File: config.mk
export PLATFORM = sky130hd
export DESIGN_NAME = seg7_scan_decoder
export DESIGN_NICKNAME = d
export VERILOG_FILES = /design/src/rtl/seg7_pkg.sv /design/src/rtl/seg7_to_bcd.sv /design/src/rtl/seg7_scan_decoder.sv
export SDC_FILE = /design/constraint.sdc
export NUM_CORES = 1
export LEC_CHECK = 0
export BUFFER_PORTS_ARGS = -buffer_cell sky130_fd_sc_hd__buf_2
export CORE_MARGIN = 2
export CORE_UTILIZATION = 57
export DETAILED_ROUTE_END_ITERATION = 8
export GPL_ROUTABILITY_DRIVEN = 0
export PLACE_DENSITY = 0.83
export RECOVER_POWER = 50
export SLEW_MARGIN = 20
export SYNTH_ARGS = -nofsm -noshare
export SYNTH_HDL_FRONTEND = slang
export SYNTH_HIERARCHICAL = 1
export SYNTH_SLANG_ARGS = --single-unit
File: constraint.sdc
create_clock -name clk -period 3.3 [get_ports clk]
set_input_delay 0.825 -clock clk [delete_from_list [all_inputs] [get_ports clk]]
set_output_delay 0.825 -clock clk [all_outputs]
set_load 0.02 [all_outputs]
File: src/rtl/seg7_pkg.sv
// Shared constants and types for the 7-segment scan decoder.
// Segment patterns are {g,f,e,d,c,b,a}, active-high.
package seg7_pkg;

  localparam logic [6:0] SEG_0 = 7'h3F;
  localparam logic [6:0] SEG_1 = 7'h06;
  localparam logic [6:0] SEG_2 = 7'h5B;
  localparam logic [6:0] SEG_3 = 7'h4F;
  localparam logic [6:0] SEG_4 = 7'h66;
  localparam logic [6:0] SEG_5 = 7'h6D;
  localparam logic [6:0] SEG_6 = 7'h7D;
  localparam logic [6:0] SEG_7 = 7'h07;
  localparam logic [6:0] SEG_8 = 7'h7F;
  localparam logic [6:0] SEG_9 = 7'h6F;
  localparam logic [6:0] SEG_BLANK = 7'h00;

  localparam logic [3:0] BLANK_CODE = 4'hF;
  localparam logic [3:0] ERR_CODE = 4'hE;

  typedef enum logic {
    SYNC    = 1'b0,
    COLLECT = 1'b1
  } state_e;

  function automatic logic [3:0] onehot(
    input logic [1:0] i
  );
    return 4'b0001 << i;
  endfunction

endpackage

File: src/rtl/seg7_to_bcd.sv
// Combinational segment-pattern to nibble decoder.
// Blank maps to F; anything unrecognised maps to E and flags invalid.
module seg7_to_bcd
  import seg7_pkg::*;
(
  input  logic [6:0] seg_i,
  output logic [3:0] nib_o,
  output logic       inv_o
);

  // Pattern lookup; default covers every undecodable pattern
  always_comb begin
    nib_o = ERR_CODE;
    inv_o = 1'b0;
    case (seg_i)
      SEG_0:     nib_o = 4'd0;
      SEG_1:     nib_o = 4'd1;
      SEG_2:     nib_o = 4'd2;
      SEG_3:     nib_o = 4'd3;
      SEG_4:     nib_o = 4'd4;
      SEG_5:     nib_o = 4'd5;
      SEG_6:     nib_o = 4'd6;
      SEG_7:     nib_o = 4'd7;
      SEG_8:     nib_o = 4'd8;
      SEG_9:     nib_o = 4'd9;
      SEG_BLANK: nib_o = BLANK_CODE;
      default: begin
        nib_o = ERR_CODE;
        inv_o = 1'b1;
      end
    endcase
  end

endmodule

File: src/rtl/seg7_scan_decoder.sv
// Reassembles scanned 7-segment digits into a debounced BCD frame.
// A frame is published only after STABLE_SCANS identical scans.
module seg7_scan_decoder
  import seg7_pkg::*;
#(
  parameter int STABLE_SCANS = 2
) (
  input  logic        clk,
  input  logic        rst_syn,
  input  logic        load_syn,
  input  logic [6:0]  seg,
  input  logic [3:0]  an,
  output logic [15:0] bcd_out,
  output logic        frame_valid,
  output logic        seg_err,
  output logic        seq_err,
  output logic        locked
);

  localparam logic [2:0] STABLE = 3'(STABLE_SCANS);

  state_e          state_q, state_d;
  logic [1:0]      idx_q, idx_d;
  logic [2:0][3:0] part_q, part_d;
  logic [15:0]     prev_q, prev_d;
  logic [2:0]      cnt_q, cnt_d;
  logic [15:0]     bcd_q, bcd_d;
  logic            fv_q, fv_d;
  logic            serr_q, serr_d;
  logic            qerr_q, qerr_d;

  logic [3:0]  nib;
  logic        inv;
  logic [15:0] frame;
  logic        frame_bad;

  seg7_to_bcd u_dec (
    .seg_i (seg),
    .nib_o (nib),
    .inv_o (inv)
  );

  // Candidate frame uses the freshly decoded digit as d3
  assign frame = {nib, part_q[2], part_q[1], part_q[0]};

  // A frame with any error nibble is never published
  always_comb begin
    frame_bad = 1'b0;
    for (int i = 0; i < 4; i++) begin
      if (frame[i*4 +: 4] == ERR_CODE) begin
        frame_bad = 1'b1;
      end
    end
  end

  // Next-state: digit sequencing, frame evaluation, pulses
  always_comb begin
    state_d = state_q;
    idx_d   = idx_q;
    part_d  = part_q;
    prev_d  = prev_q;
    cnt_d   = cnt_q;
    bcd_d   = bcd_q;
    fv_d    = 1'b0;
    serr_d  = 1'b0;
    qerr_d  = 1'b0;
    if (load_syn) begin
      case (state_q)
        SYNC: begin
          if (an == 4'b0001) begin
            part_d[0] = nib;
            idx_d     = 2'd1;
            state_d   = COLLECT;
            serr_d    = inv;
          end
        end
        COLLECT: begin
          if (an == onehot(idx_q)) begin
            serr_d = inv;
            idx_d  = idx_q + 2'd1;
            case (idx_q)
              2'd0: part_d[0] = nib;
              2'd1: part_d[1] = nib;
              2'd2: part_d[2] = nib;
              default: begin
                if (frame_bad) begin
                  cnt_d = 3'd0;
                end else if (frame == prev_q) begin
                  if (cnt_q < STABLE) begin
                    cnt_d = cnt_q + 3'd1;
                    if (cnt_d == STABLE) begin
                      bcd_d = frame;
                      fv_d  = 1'b1;
                    end
                  end
                end else begin
                  prev_d = frame;
                  cnt_d  = 3'd1;
                  if (STABLE == 3'd1) begin
                    bcd_d = frame;
                    fv_d  = 1'b1;
                  end
                end
              end
            endcase
          end else begin
            qerr_d = 1'b1;
            cnt_d  = 3'd0;
            if (an == 4'b0001) begin
              part_d[0] = nib;
              idx_d     = 2'd1;
              serr_d    = inv;
            end else begin
              state_d = SYNC;
              idx_d   = 2'd0;
            end
          end
        end
        default: state_d = SYNC;
      endcase
    end
  end

  // State and output registers with synchronous reset
  always_ff @(posedge clk) begin
    if (rst_syn) begin
      state_q <= SYNC;
      idx_q   <= 2'd0;
      part_q  <= '1;
      prev_q  <= 16'hFFFF;
      cnt_q   <= 3'd0;
      bcd_q   <= 16'hFFFF;
      fv_q    <= 1'b0;
      serr_q  <= 1'b0;
      qerr_q  <= 1'b0;
    end else begin
      state_q <= state_d;
      idx_q   <= idx_d;
      part_q  <= part_d;
      prev_q  <= prev_d;
      cnt_q   <= cnt_d;
      bcd_q   <= bcd_d;
      fv_q    <= fv_d;
      serr_q  <= serr_d;
      qerr_q  <= qerr_d;
    end
  end

  assign bcd_out     = bcd_q;
  assign frame_valid = fv_q;
  assign seg_err     = serr_q;
  assign seq_err     = qerr_q;
  assign locked      = (state_q == COLLECT);

endmodule

==> results.tsv <==
metric	value	unit
die_w	73.3	microns
p_sw_share	25.1	%
antenna_found_initial	0	
postCtsResizedCells	0	
final_nets	344	
drt_wl_total	5350	microns
hold_class	flip-flop to flip-flop	
cts_tree	done	
post_dp_cell_area	2960	sq um
fillers	400	
first_pass_iters	4	
hp-start	bcd_out[1]	
vdd_drop_max	0.000285	V
antenna_cells	0	
p_leak	1.34	nW
p_clk_share	34.3	%
area_delta_synth_final	9.83	%
grt_overflow	0	
slowest_stage	a211o_1	
hold_viol	0	
ys_ff_latch	53	
syn_area	2740	sq um
dr_total_vias	2164	
grt_pass1_wl	9210	microns
viasPerCell	5.71	
report.final.slew_viol_count	0	
clockBufferDepth	2	
die-height	73.3	microns
grt_max_degree	49	
final_cell_area	3010	sq um
crit_fanout	16	
ioPinCount	34	
cpPeakStageDelay	320	ps
syn_nets	310	
crit_family	simple AND/OR/NAND/NOR gates	
status	finished clean	
synth_warnings	6	
cts_max_level	2	
power_density	366	nW/um^2
drc	0	
finalCriticalPeriod	2930	ps
worst_pin_slew	443	ps
synth_top_cell_by_area	dfxtp_1	
cp_cell_sequence	buf_2 -> nor4b_2 -> o2111ai_1 -> and4_4 -> a211o_1 -> xor2_1 -> nor4_2 -> nand4_1 -> nand3_4 -> mux2i_1	
clock-sinks	53	
pwr-share-seq	58.4	%
fp.dieArea	5370	sq um
synth-seq-area-share	38.8	%
ant_nets	0	
critPathCaptureType	flip-flop	
post-route-period-util	88.6	%
portBuffers	33	
crit_start	seg[1]	
p_sw	0.275	mW
rsz0062_at_grt	no	
synth_top_area_share	38.8	%
start_util	58.3	%
synth.avg_cell_area	9.44	sq um
async_reset_ff_share	0	%
clock_latency	310	ps
grt_pass1_vias	2037	
dp_hpwl	4010	microns
p_comb_share	7.3	%
track_usage	21.6	%
worst-path-buf-inv	1	
start_kind	input port	
drt_first_iter_violations	104	
postCtsSetupRepairBufs	0	
tns	0	ps
hold_ws	517	ps
rows	25	
drive_gt1_share	14.2	%
maxCapViolCount	0	
synthFlopType	dfxtp_1	
required	3530	ps
synthCells	290	
hold_buffers	0	
cts_inserted_buffers	5	
layoutNonFillerInstCount	379	
fin_skew	10.7	ps
core-area	4690	sq um
intPower	0.824	mW
synthTopCellsByArea	dfxtp_1, mux2i_1, nor2_1	
synth_edf_count	0	
rr_startpoint	idx_q[0]	
setup_violations	0	
synth_cell_types	51	
worstPathArrival	3160	ps
cts_root_buf	clkbuf_8	
crit_type	input port to flip-flop	
clk_pin_slew	100	ps
wl_per_cell	14.1	microns
maxSlewHeadroom	70.1	%
placedCellCount	371	
fmax	342	MHz
path summary, 6_finish.rpt:
| kind | to | slack (ps) | cells after the start |
|---|---|---|---|
| worst max-delay path | prev_q[4] | 370 | 10 |
| worst min-delay path | bcd_out[1] | 520 | 2 |
| worst max register to register | frame[10] | 1050 | 6 |
| worst min register to register | bcd_out[1] | 520 | 2 |
flip-flops by register name, summed over array words and instances (netlist names):
register,cells
cnt_q,3
prev_q,16
idx_q,2
bcd_out,16
frame,12
locked,1
frame_valid,1
seq_err,1
seg_err,1
logic make-up (layout without fill, tap and decap cells):
logic type / count (synthesis) / count (layout) / share of synthesized area (%)
flops: 53 / 53 / 38.8
fa+ha+maj: 6 / 6 / 2.74
compound gates: 30 / 30 / 8.14
simple gates: 124 / 124 / 25.8
buf+inv: 20 / 55 / 3.88
mux: 36 / 36 / 13.2
xor+xnor: 21 / 21 / 7.54
synth_stat cells, types with 3 or more instances:
cell type,number
xor2_1,16
xnor2_2,3
nand2_1,8
nor2_1,66
o21ai_0,4
clkbuf_1,7
dfxtp_1,53
nand3_1,7
a21oi_1,5
nor3_1,4
inv_1,7
buf_6,3
nor4_2,4
nand4_1,4
mux2i_1,36
nand4b_1,4
a211o_1,9
ha_1,6
power groups by stage:
stage	Combinational [mW]	Clock [mW]	Sequential, mW
2_1_floorplan	0.0571	0	0.656
3_3_place_gp	0.0795	0	0.656
3_5_place_dp	0.0813	0	0.656
4_1_cts	0.0814	0.381	0.641
5_1_grt	0.0893	0.398	0.642
6_report	0.0805	0.377	0.641
cells in the final DEF, fill, tap and decap left out, types with 2 or more instances in the layout:
master	instances
a211o_1	9
a21oi_1	5
and3_1	2
and4_4	2
buf_2	13
buf_4	6
clkbuf_1	20
clkbuf_8	5
dfxtp_1	53
ha_1	6
inv_1	7
mux2i_1	36
nand2_1	8
nand3_1	9
nand3_4	2
nand4_1	4
nand4b_1	4
nor2_1	66
nor3_1	4
nor3b_1	2
nor4_1	2
nor4_2	4
nor4b_1	2
o21ai_0	4
o21ai_1	2
o21bai_1	2
xnor2_1	3
xnor2_2	2
xor2_1	16
metal layers:
layer | vias to the layer above | part of all wire (%) | routed length [microns] | global-route usage, %
li1 | 1085 | - | - | -
met4 | 0 | 1.3 | 72 | 6.26
met3 | 6 | 3.8 | 204 | 2.74
met5 | - | 0 | 0 | 0
met2 | 53 | 47 | 2520 | 35.4
met1 | 1020 | 48 | 2550 | 29.8
area by class of cell:
cell class / instances / area (sq um) / share of cell area [%]
tap: 54 / 67.6 / 2.25
clock buffer: 5 / 68.8 / 2.29
multi-input combinational: 217 / 1550 / 51.6
timing repair buffer: 40 / 205 / 6.82
clock inverter: 3 / 25.0 / 0.832
inverter: 7 / 26.3 / 0.874
sequential: 53 / 1060 / 35.3
through the flow:
step / worst slack [ps] / util, % / power [mW]
4_1_cts: 379 / 65.0 / 1.10
6_report: 375 / 64.1 / 1.10
3_5_place_dp: 66.1 / 63.0 / 0.738
2_1_floorplan: 289 / - / 0.714
5_1_grt: 116 / 64.1 / 1.13
3_3_place_gp: 151 / 63.0 / 0.736
tightest hold or removal path: cells and delay by family, from the launching register on:
| family | cells | cell delay (ps) |
|---|---|---|
| flops | 1 | 320 |
| simple gates | 1 | 90 |
| mux | 1 | 70 |
No activity file was read; power rests on OpenSTA's default activity.
